--- config.mk ---
export PLATFORM = sky130hd
export DESIGN_NAME = instruction_fetch
export DESIGN_NICKNAME = d
export VERILOG_FILES = /design/src/rtl/fetch_pkg.sv /design/src/rtl/fetch_pc_gen.sv /design/src/rtl/instruction_fetch.sv
export SDC_FILE = /design/constraint.sdc
export NUM_CORES = 1
export LEC_CHECK = 0
export ABC_CLOCK_PERIOD_IN_PS = 3600
export CORE_MARGIN = 2
export CORE_UTILIZATION = 50
export CTS_CLUSTER_DIAMETER = 50
export DETAILED_ROUTE_END_ITERATION = 10
export MAX_ROUTING_LAYER = met4
export PLACE_DENSITY = 0.87
export SYNTH_ARGS = -nofsm -noshare
export SYNTH_HDL_FRONTEND = slang
export SYNTH_SLANG_ARGS = --single-unit
--- constraint.sdc ---
create_clock -name clk -period 3.6 [get_ports clk]
set_input_delay 1.08 -clock clk [delete_from_list [all_inputs] [get_ports clk]]
set_output_delay 1.08 -clock clk [all_outputs]
set_load 0.01 [all_outputs]
--- src/rtl/fetch_pkg.sv ---
// Shared types and constants for the instruction fetch stage.
// State encoding, reset PC default, halt word, and word-alignment helper.
package fetch_pkg;

    typedef enum logic [1:0] {
        ST_BOOT = 2'd0,
        ST_RUN  = 2'd1,
        ST_HALT = 2'd2
    } fetch_state_t;

    localparam logic [31:0] DEFAULT_RESET_PC = 32'h0000_0000;
    localparam logic [31:0] INSTR_HALT       = 32'h0000_0000;

    function automatic logic [31:0] word_align(input logic [31:0] addr);
        return addr & ~32'h3;
    endfunction

endpackage

--- src/rtl/fetch_pc_gen.sv ---
// Next-PC mux: redirect > increment > hold, wrapped to the memory span, word aligned.
// Purely combinational (0 cycles); backpressure arrives via the incr qualifier only.
module fetch_pc_gen
    import fetch_pkg::*;
#(
    parameter int IMEM_WORDS = 1024
) (
    input  logic [31:0] pc,
    input  logic        redirect,
    input  logic [31:0] target,
    input  logic        incr,
    output logic [31:0] next_pc
);

    localparam logic [31:0] PC_SPAN = 32'(IMEM_WORDS) << 2;
    localparam logic [31:0] PC_LAST = PC_SPAN - 32'd4;

    always_comb begin
        next_pc = pc;
        if (redirect) begin
            next_pc = word_align(target) % PC_SPAN;
        end else if (incr) begin
            next_pc = (pc == PC_LAST) ? 32'd0 : pc + 32'd4;
        end
    end

endmodule

--- src/rtl/instruction_fetch.sv ---
// Fetch stage: owns PC, registers imem word into IF/ID; 1-cycle PC->instr_out latency.
// Backpressure: ready_in low or stall freezes PC and IF/ID; FETCH_MISALIGN_CHECK_EN adds sticky misalign_err.
module instruction_fetch
    import fetch_pkg::*;
#(
    parameter logic [31:0] RESET_PC   = DEFAULT_RESET_PC,
    parameter int          IMEM_WORDS = 1024
) (
    input  logic        clk,
    input  logic        reset,
    input  logic        stall,
    input  logic        branch_taken,
    input  logic [31:0] branch_target,
    output logic [31:0] imem_addr,
    input  logic [31:0] imem_rd,
    output logic [31:0] instr_out,
    output logic [31:0] pc_out,
    output logic        valid_out,
    input  logic        ready_in,
    output logic        halted,
    output logic [31:0] fetch_count,
    output logic        misalign_err
);

    fetch_state_t state, next_state;
    logic [31:0]  pc, next_pc;
    logic         advance, zero_word, capture, accept;

    assign advance   = (state == ST_RUN) && !stall && (!valid_out || ready_in);
    assign zero_word = (imem_rd == INSTR_HALT);
    assign capture   = advance && !branch_taken && !zero_word;
    assign accept    = valid_out && ready_in && !branch_taken && !stall;
    assign imem_addr = pc;

    fetch_pc_gen #(.IMEM_WORDS(IMEM_WORDS)) u_pc_gen (
        .pc       (pc),
        .redirect (branch_taken),
        .target   (branch_target),
        .incr     (capture),
        .next_pc  (next_pc)
    );

    always_ff @(posedge clk or negedge reset) begin
        if (!reset) state <= ST_BOOT;
        else        state <= next_state;
    end

    always_comb begin
        next_state = state;
        case (state)
            ST_BOOT: next_state = ST_RUN;
            ST_RUN:  if (advance && zero_word) next_state = ST_HALT;
            ST_HALT: next_state = ST_HALT;
            default: next_state = ST_BOOT;
        endcase
        // A redirect restarts fetch from any state, including HALT.
        if (branch_taken) next_state = ST_RUN;
    end

    always_comb begin
        halted = (state == ST_HALT);
    end

    always_ff @(posedge clk or negedge reset) begin
        if (!reset) begin
            pc        <= RESET_PC;
            instr_out <= '0;
            pc_out    <= '0;
            valid_out <= 1'b0;
        end else begin
            pc <= next_pc;
            if (branch_taken) begin
                valid_out <= 1'b0;
            end else if (!stall) begin
                if (capture) begin
                    instr_out <= imem_rd;
                    pc_out    <= pc;
                    valid_out <= 1'b1;
                end else if (advance || (valid_out && ready_in)) begin
                    valid_out <= 1'b0;
                end
            end
        end
    end

    always_ff @(posedge clk or negedge reset) begin
        if (!reset)      fetch_count <= '0;
        else if (accept) fetch_count <= fetch_count + 32'd1;
    end

`ifdef FETCH_MISALIGN_CHECK_EN
    always_ff @(posedge clk or negedge reset) begin
        if (!reset)                                   misalign_err <= 1'b0;
        else if (branch_taken && |branch_target[1:0]) misalign_err <= 1'b1;
    end
`else
    assign misalign_err = 1'b0;
`endif

endmodule

==> run_results.csv, run 1 <==
group,metric,value,unit
run_status,status,"finished, violations left",
run_status,violations,"design-rule violations",
logic_synthesis,async_reset_ff_share,100,%
logic_synthesis,ys.flop_type,"dfrtp_1",
clocking,h-tree-depth,4,
timing,final.period_utilization,85.8,%
clocking,cts_buffers,17,
grt,grt_pass1_wl,26.9,mm
clocking,cts-resized-gates,0,
clocking,cts_num_sinks,127,
setup_path,cp_max_fo,54,
logic_synthesis,synth_area,0.00594,mm2
clocking,hold_buffers,0,
clocking,clk_latency,0.42,ns
timing,fmax,324,MHz
timing,drv_slew,0,
setup_path,crit_type,"in -> reg",
clocking,cts_root_buf,"clkbuf_16",
clocking,clkTransAtPathRegs,0.05,ns
routing,vias,5460,
routing,dr.pass1.iters,8,
timing,finalCriticalPeriod,3.09,ns
routing,drtAntennaViolNets,0,
logic_synthesis,ys_seq_area_share,53.5,%
logic_synthesis,yosys-top-cells-area,"dfrtp_1 54%, nand2_1 14%, xnor2_1 2.9%",
routing,drcViolationCount,13,
die,die_h,113,um
logic_synthesis,synth_cell_types,54,
grt,grt_pass1_vias,5498,
grt,grt_usage,27.3,%
logic_synthesis,synth_edf_count,0,
logic_synthesis,synthTopCellsByCount,"227 x nand2_1, 127 x dfrtp_1, 27 x nand3_1, 27 x nor2_1, 22 x o21ai_0",
setup_path,critPathRequiredTime,3.92,ns
pwr,ir_drop,296,uV
finish,syn_to_final_growth,40.1,%
timing,finClkSkew,0.00690,ns
die,die_width,113,um
grt,grt_max_degree,58,
logic_synthesis,synth.top_cell.area_share,53.5,%
logic_synthesis,synth_seq_cells,127,
finish,diodes,0,
placed_design,dp_hpwl,11.6,mm
worst_hold_path,hp-class,"reg -> reg",
die,die_area,0.0128,mm2
setup_path,crit_arrival,3.41,ns
timing,fin_setup_tns,0,ns
flow_run,drv_cap,0,
timing,finalHoldViolations,0,
clocking,cts_setup_buffers,0,
timing,slew_headroom,20.4,%
die,boundaryPins,200,
placed_design,portBuffers,172,
grt,antenna_found_initial,0,
timing,rsz0062_at_grt,"false",
placed_design,place_congestion,0.814,
clocking,clk_path_buf_depth,2,
pwr,power.leakage,3.80,nW
finish,final_util,72.3,%
setup_path,start_kind,"primary input",
die,row_count,39,
logic_synthesis,synth_most_common_cell,"nand2_1",
setup_path,cp-end-kind,"flop",
routing,wl_per_cell,16.8,um
timing,worst_slew_pin_slew,1.19,ns
logic_synthesis,yosysTopAreaCell,"dfrtp_1",
logic_synthesis,syn-mean-instance-area,9.25,um2
timing,setup_violations,0,
routing,drt_wl_total,16.3,mm
finish,nNetsFinal,897,
routing,vias_per_cell,5.61,
die,design.core.area,0.0115,mm2
finish,fill_cells,830,
die,initial_core_util,51.6,%
finish,layout-drive-gt1-share,7.23,%
logic_synthesis,yosys_warnings,0,
clocking,cts_tree,"yes",
routing,initialDrtViolationCount,417,
logic_synthesis,synthCells,642,
pwr,powerDensity,565,mW/mm2
grt,grt_overflow,0,
==> flip-flops by register name, indices dropped and copies added, names as in the netlist <==
name and flops:
fetch_count 32, instr_out 32, imem_addr 30, pc_out 30, state 2, valid_out 1
==> power by group <==
part	leakage (nW)	total, mW	internal [mW]	switching [mW]
clock	0.245	1.47	0.910	0.557
combinational	1.88	1.35	0.681	0.670
sequential	1.67	1.88	1.70	0.184
total	3.80	4.70	3.29	1.41
==> stage by stage <==
stage	std cells	hold WS (ns)	total power, mW	instance area [um2]	setup slack, ns
5_1_grt	973	0.496	4.93	8320	0.294
3_3_place_gp	946	0.456	3.18	7830	0.147
3_5_place_dp	946	0.462	3.25	7830	0.0825
6_report	973	0.471	4.70	8320	0.511
2_1_floorplan	646	0.504	2.47	5950	0.888
4_1_cts	973	0.474	4.72	8320	0.491
==> worst max-delay path, cell delays in order <==
cell             delay, ns
clkdlybuf4s50_1       0.49
nor4_1                0.06
nand2_1               0.12
nor4_1                0.06
buf_4                 0.15
nor2_4                0.91
a41oi_1               0.25
o31ai_1               0.28
==> final timing paths <==
check / startpoint / endpoint / slack, ns / depth (start not counted)
worst max-delay path: imem_rd[10] / imem_addr[6]$_DFFE_PN0P_ / 0.51 / 8
worst min-delay path: instr_out[17]$_DFFE_PN0P_ / instr_out[17]$_DFFE_PN0P_ / 0.47 / 2
worst max register to register: imem_addr[3]$_DFFE_PN0P_ / imem_addr[26]$_DFFE_PN0P_ / 1.00 / 7
worst min register to register: instr_out[17]$_DFFE_PN0P_ / instr_out[17]$_DFFE_PN0P_ / 0.47 / 2
min in group asynchronous: reset / instr_out[24]$_DFFE_PN0P_ / 0.71 / 1
max in group asynchronous: reset / fetch_count[10]$_DFFE_PN0P_ / 2.06 / 2
==> per-layer routing <==
metal  vias to the layer above  GRT usage [%]  wire length (um)
met4                         0           9.51               370
met5                         -              -                 0
met2                       236           44.6              8240
met1                      2658           32.9              6420
met3                        37           7.39              1320
li1                       2529              -                 -
==> kinds of logic (layout without fill, tap and decap cells) <==
| group | after synthesis | count (layout) | share of synthesized area (%) |
|---|---|---|---|
| AO/OA/AOI/OAI | 67 | 67 | 7.27 |
| AND/OR/NAND/NOR | 364 | 364 | 28.9 |
| adder cells (fa/ha/maj) | 6 | 6 | 1.26 |
| flip-flops | 127 | 127 | 53.5 |
| multiplexers | 3 | 3 | 0.527 |
| other | 1 | 5 | 0.0632 |
| buffers and inverters | 42 | 226 | 3.71 |
| XOR/XNOR | 32 | 32 | 4.72 |
==> placed cells by master (no fill, tap or decap), drive strengths merged, types with 6 or more instances in the layout <==
master | synthesis | layout
nor3 | 8 | 8
buf | 16 | 13
or3 | 13 | 13
ha | 6 | 6
clkbuf | 11 | 25
nor4 | 22 | 22
xor2 | 12 | 12
and3 | 6 | 6
nor2 | 27 | 27
inv | 14 | 14
nand3 | 29 | 29
o21ai | 22 | 22
nand4 | 16 | 16
a21oi | 18 | 18
nand2 | 227 | 227
dfrtp | 127 | 127
clkdlybuf4s50 | 0 | 171
xnor2 | 20 | 20
==> area by class of cell <==
type                            count  area, um2  share of cell area [%]
Tap cell                          143        179                    2.15
Clock inverter                      2       10.0                   0.120
Inverter                           15       56.3                   0.677
Timing Repair Buffer              184       1850                    22.2
Multi-Input combinational cell    477       2560                    30.8
Sequential cell                   127       3180                    38.2
Clock buffer                       25        485                    5.83
Power figures use the tool's default switching activity.
==> run 2: changes to the inputs <==
--- a/config.mk
+++ b/config.mk
@@ -10,6 +10,7 @@
 export CORE_UTILIZATION = 50
 export CTS_CLUSTER_DIAMETER = 50
 export DETAILED_ROUTE_END_ITERATION = 10
+export HOLD_SLACK_MARGIN = 0.05
 export MAX_ROUTING_LAYER = met4
 export PLACE_DENSITY = 0.87
 export SYNTH_ARGS = -nofsm -noshare
==> results of run 2 <==
The final DEF is identical to that of run 1; final timing and power are the same.
==> run 3: changes to the inputs <==
--- a/config.mk
+++ b/config.mk
@@ -8,6 +8,7 @@
 export ABC_CLOCK_PERIOD_IN_PS = 3600
 export CORE_MARGIN = 2
 export CORE_UTILIZATION = 50
+export CTS_BUF_LIST = sky130_fd_sc_hd__clkbuf_16
 export CTS_CLUSTER_DIAMETER = 50
 export DETAILED_ROUTE_END_ITERATION = 10
 export HOLD_SLACK_MARGIN = 0.05
==> run_results.csv, run 3 (synthesis gave the netlist of run 1 again) <==
group,metric,value,unit
run_status,violations,"design-rule violations",
timing,slew_headroom,20.6,%
clocking,clk_path_buf_depth,2,
setup_path,cp_max_fo,54,
placed_design,place_area,0.00783,mm2
timing,finClkSkew,0.00650,ns
clocking,h-tree-depth,4,
timing,final.period_utilization,85.9,%
setup_path,reg2reg_depth,7,
clocking,cts_buffers,17,
finish,final_area,0.00829,mm2
placed_design,pre_cts_slack,0.0825,ns
finish,diodes,0,
setup_path,critPathRequiredTime,3.92,ns
finish,regArea,0.00318,mm2
timing,drv_slew,0,
timing,setup_violations,0,
placed_design,portBuffers,172,
clocking,cts_tree,"yes",
finish,final_util,72.0,%
pwr,p_total,4.62,mW
clocking,hold_buffers,0,
timing,rsz0062_at_grt,"false",
placed_design,place_inst,946,
setup_path,reg2reg_from,"imem_addr[3]$_DFFE_PN0P_",
routing,vias_per_cell,5.59,
die,die_area,0.0128,mm2
die,die_width,113,um
timing,fin_setup_tns,0,ns
finish,syn_to_final_growth,39.6,%
die,row_count,39,
clocking,cts-resized-gates,0,
worst_hold_path,whs_path_depth,2,
finish,layout_common_cells,"226 x nand2_1, 171 x clkdlybuf4s50_1, 127 x dfrtp_1, 27 x nand3_1, 26 x nor2_1",
run_status,status,"finished, violations left",
pwr,powerDensity,557,mW/mm2
pwr,ir_drop,288,uV
finish,finalNonFillerCells,973,
grt,grt_overflow,0,
setup_path,cp-end-kind,"flop",
placed_design,dp_hpwl,11.6,mm
setup_path,r2r_end,"imem_addr[26]$_DFFE_PN0P_",
setup_path,start_kind,"primary input",
worst_hold_path,hp-class,"reg -> reg",
finish,fill_cells,841,
grt,antenna_found_initial,0,
clocking,clk_latency,0.41,ns
grt,grt_pass1_wl,26.9,mm
worst_hold_path,hp-start,"instr_out[17]$_DFFE_PN0P_",
timing,fmax,323,MHz
finish,layout-drive-gt1-share,6.87,%
finish,final_common_cell,"nand2_1",
grt,grt_pass1_vias,5496,
timing,worst_slew_pin_slew,1.19,ns
finish,reg_top3,"fetch_count: 32 flops, instr_out: 32 flops",
routing,drcViolationCount,13,
timing,whs,0.471,ns
finish,nNetsFinal,897,
timing,finalHoldViolations,0,
flow_run,drv_cap,0,
routing,vias,5443,
routing,drt_wl_total,16.4,mm
die,boundaryPins,200,
clocking,cts_setup_buffers,0,
clocking,cts_num_sinks,127,
setup_path,rrSetupSlack,1.01,ns
grt,grt_max_degree,58,
clocking,clkTransAtPathRegs,0.05,ns
finish,multi_input_area,0.00256,mm2
routing,drtAntennaViolNets,0,
die,initial_core_util,51.6,%
routing,dr.pass1.iters,8,
clocking,cts_root_buf,"clkbuf_16",
grt,grt_usage,27.2,%
setup_path,crit_type,"in -> reg",
routing,initialDrtViolationCount,432,
placed_design,place_congestion,0.814,
routing,wl_per_cell,16.9,um
die,design.core.area,0.0115,mm2
pwr,power.leakage,3.80,nW
worst_hold_path,whs_endpoint,"instr_out[17]$_DFFE_PN0P_",
die,die_h,113,um
timing,finalCriticalPeriod,3.09,ns
timing,worst_slack,0.507,ns
setup_path,crit_arrival,3.41,ns
[run 3: changes by cell type in the layout (fill, tap and decap cells not counted), sizes merged]
cell | before | now
clkbuf | 25 | 17
clkinv | 3 | 6
inv | 14 | 19
[run 3: how the worst max path moves through the flow]
stage | startpoint | to | slack (ns) | cells after the start
after detailed placement | imem_rd[24] | imem_addr[6]$_DFFE_PN0P_ | 0.08 | 8
final | imem_rd[23] | imem_addr[6]$_DFFE_PN0P_ | 0.51 | 8
after floorplan | imem_rd[16] | state[1]$_DFFE_PN0P_ | 0.89 | 6
after global routing | imem_rd[23] | imem_addr[6]$_DFFE_PN0P_ | 0.30 | 8
after CTS | imem_rd[24] | imem_addr[6]$_DFFE_PN0P_ | 0.49 | 8
after global placement | imem_rd[10] | pc_out[29]$_DFFE_PN0P_ | 0.15 | 9
[run 3: area by class of cell]
type,count,area share (%)
sequential,127,38.3
clock buffer,17,5.13
timing repair buffer,184,22.3
inverter,15,0.679
multi-input combinational,477,30.9
tap,143,2.16
clock inverter,10,0.483
[run 3: power by group]
| group | internal, mW | switching (mW) | total [mW] |
|---|---|---|---|
| Sequential | 1.70 | 0.183 | 1.88 |
| Combinational | 0.681 | 0.669 | 1.35 |
| Clock | 0.832 | 0.557 | 1.39 |
[run 3: per-layer routing]
metal | GRT usage (%) | vias up | wire [um]
met4 | 9.27 | 0 | 299
met5 | - | - | 0
met3 | 7.07 | 30 | 1350
met2 | 44.7 | 240 | 8470
li1 | - | 2524 | -
met1 | 32.7 | 2649 | 6320
[run 3: worst max-delay path, stage by stage]
cell,delay (ns)
clkdlybuf4s50_1,0.49
nor4_1,0.07
nand2_1,0.11
nor4_1,0.07
buf_4,0.15
nor2_4,0.91
a41oi_1,0.24
o31ai_1,0.28
==> edit (config.mk and constraints of run 3) <==
The option `FETCH_MISALIGN_CHECK_EN` is turned on by a define.
--- a/src/rtl/instruction_fetch.sv
+++ b/src/rtl/instruction_fetch.sv
@@ -1,4 +1,6 @@
 // Fetch stage: owns PC, registers imem word into IF/ID; 1-cycle PC->instr_out latency.
 // Backpressure: ready_in low or stall freezes PC and IF/ID; FETCH_MISALIGN_CHECK_EN adds sticky misalign_err.
+`define FETCH_MISALIGN_CHECK_EN
+
 module instruction_fetch
     import fetch_pkg::*;
Check against the original RTL: not equivalent (Yosys sat finds a counterexample within 4 cycles, from zero or initial values and one cycle with reset low).
==> edit against run 3 <==
Register-to-register slack gained 220 ps; critical path type unchanged; cell area increased by 4.5%; final cell count decreased by 8.9%; routed wire length grew 1.6%; sequential share of layout area shrank 1.4 points; largest power group unchanged; via count decreased by 3.1%; setup slack gained 180 ps; total power grew 16%; core utilization grew 0.17 points; area after synthesis is 3.3% higher; hold slack worse by 7.1 ps; critical endpoint is now instr_out[25]$_DFFE_PN0P_; sequential cell count is 1 higher; global-route usage is 0.28 points lower.
==> edit: results (changes against run 3) <==
gr usage total: 0.269 (-0.00277)
Critical Path AT: 3210 ps (-200 ps)
Compound-Gate Fraction of Synth Area: 0.0906 (+0.0179)
Detailed Routing Iterations Pass 1: 5 (-3)
Iter 0 DRT Violations: 477 (+10%)
Port Buffers: 175 (+1.7%)
routability-driven placement congestion ratio: 0.886 (+8.8%)
Final Hold Slack: 464 ps (-7.07 ps)
DP HPWL: 11600 µm (-0.29%)
mux cell area share after synthesis: 0.108 (+0.103)
Hold Crit Depth: 1 (-1)
CP max stage delay: 420 ps (-490 ps)
Critical R2R Launch: imem_addr[10]$_DFFE_PN0P_
largest net degree at the start of global routing: 67 (+16%)
Netlist cell types: 61 (+13%)
fillers: 834 (-0.83%)
leakage: 0.00358 µW (-5.8%)
slowest cell on the critical path: clkdlybuf4s50_1
VDD IR max: 0.375 mV (+30%)
via count of the first global-routing pass: 5226 (-4.9%)
R2R Setup Slk: 1230 ps (+220 ps)
top cells by count, synth: dfrtp_1 (128), mux2_2 (58), nand2_1 (39), nand4_1 (26)
fraction of the mapped netlist area in adder cells: 0.0122 (-0.000402)
hold_sp: misalign_err$_DFFE_PN0P_
total number of vias: 5275 (-3.1%)
R2R cell count: 5 (-2)
post-synthesis cell count: 554 (-14%)
Worst Max-Slew Pin Slew: 606 ps (-582 ps)
outcome: finished, final reports clean
Hold Crit Endpoint: misalign_err$_DFFE_PN0P_
-- edit: cell type report --
type                       count  share of cell area
clock buffer                  17              0.0491
sequential                   128               0.370
inverter                      16             0.00693
multi-input combinational    378               0.313
tap                          147              0.0212
timing repair buffer         185               0.215
clock inverter                15              0.0256
-- edit: worst max path at each step --
stage / start / endpoint
after floorplan: imem_rd[26] / imem_addr[5]$_DFFE_PN0P_
after global placement: imem_rd[26] / instr_out[16]$_DFFE_PN0P_
after detailed placement: imem_rd[29] / instr_out[4]$_DFFE_PN0P_
after CTS: imem_rd[29] / instr_out[30]$_DFFE_PN0P_
after global routing: branch_taken / fetch_count[31]$_DFFE_PN0P_
final: imem_rd[26] / instr_out[25]$_DFFE_PN0P_
-- edit: routing by layer --
metal / share of wire / global-route usage / wire, µm / up-vias
met5: 0 / - / 0 / -
met4: 0.021 / 0.110 / 354 / 0
met3: 0.067 / 0.0585 / 1120 / 34
met2: 0.51 / 0.436 / 8600 / 241
met1: 0.40 / 0.328 / 6630 / 2619
li1: - / - / - / 2381
-- edit: kinds of logic (layout without fill, tap and decap cells) --
| family | count (synthesis) | in the layout |
|---|---|---|
| AO/OA/AOI/OAI | 87 | 87 |
| XOR/XNOR | 31 | 31 |
| adder cells (fa/ha/maj) | 6 | 6 |
| buffers and inverters | 51 | 233 |
| flip-flops | 128 | 128 |
| multiplexers | 59 | 59 |
| other | 1 | 4 |
| AND/OR/NAND/NOR | 191 | 191 |
-- edit: power breakdown --
part | switching, µW | internal, µW | total [µW]
registers | 201 | 1720 | 1930
logic | 658 | 854 | 1510
clock network | 624 | 1280 | 1900
-- edit: through the flow --
step | instance area, µm² | setup WS, ps | power, µW
5_1_grt | 8670 | 601 | 5570
6_report | 8670 | 687 | 5340
3_3_place_gp | 8020 | 320 | 3380
4_1_cts | 8670 | 700 | 5370
2_1_floorplan | 6140 | 951 | 2600
3_5_place_dp | 8020 | 270 | 3460
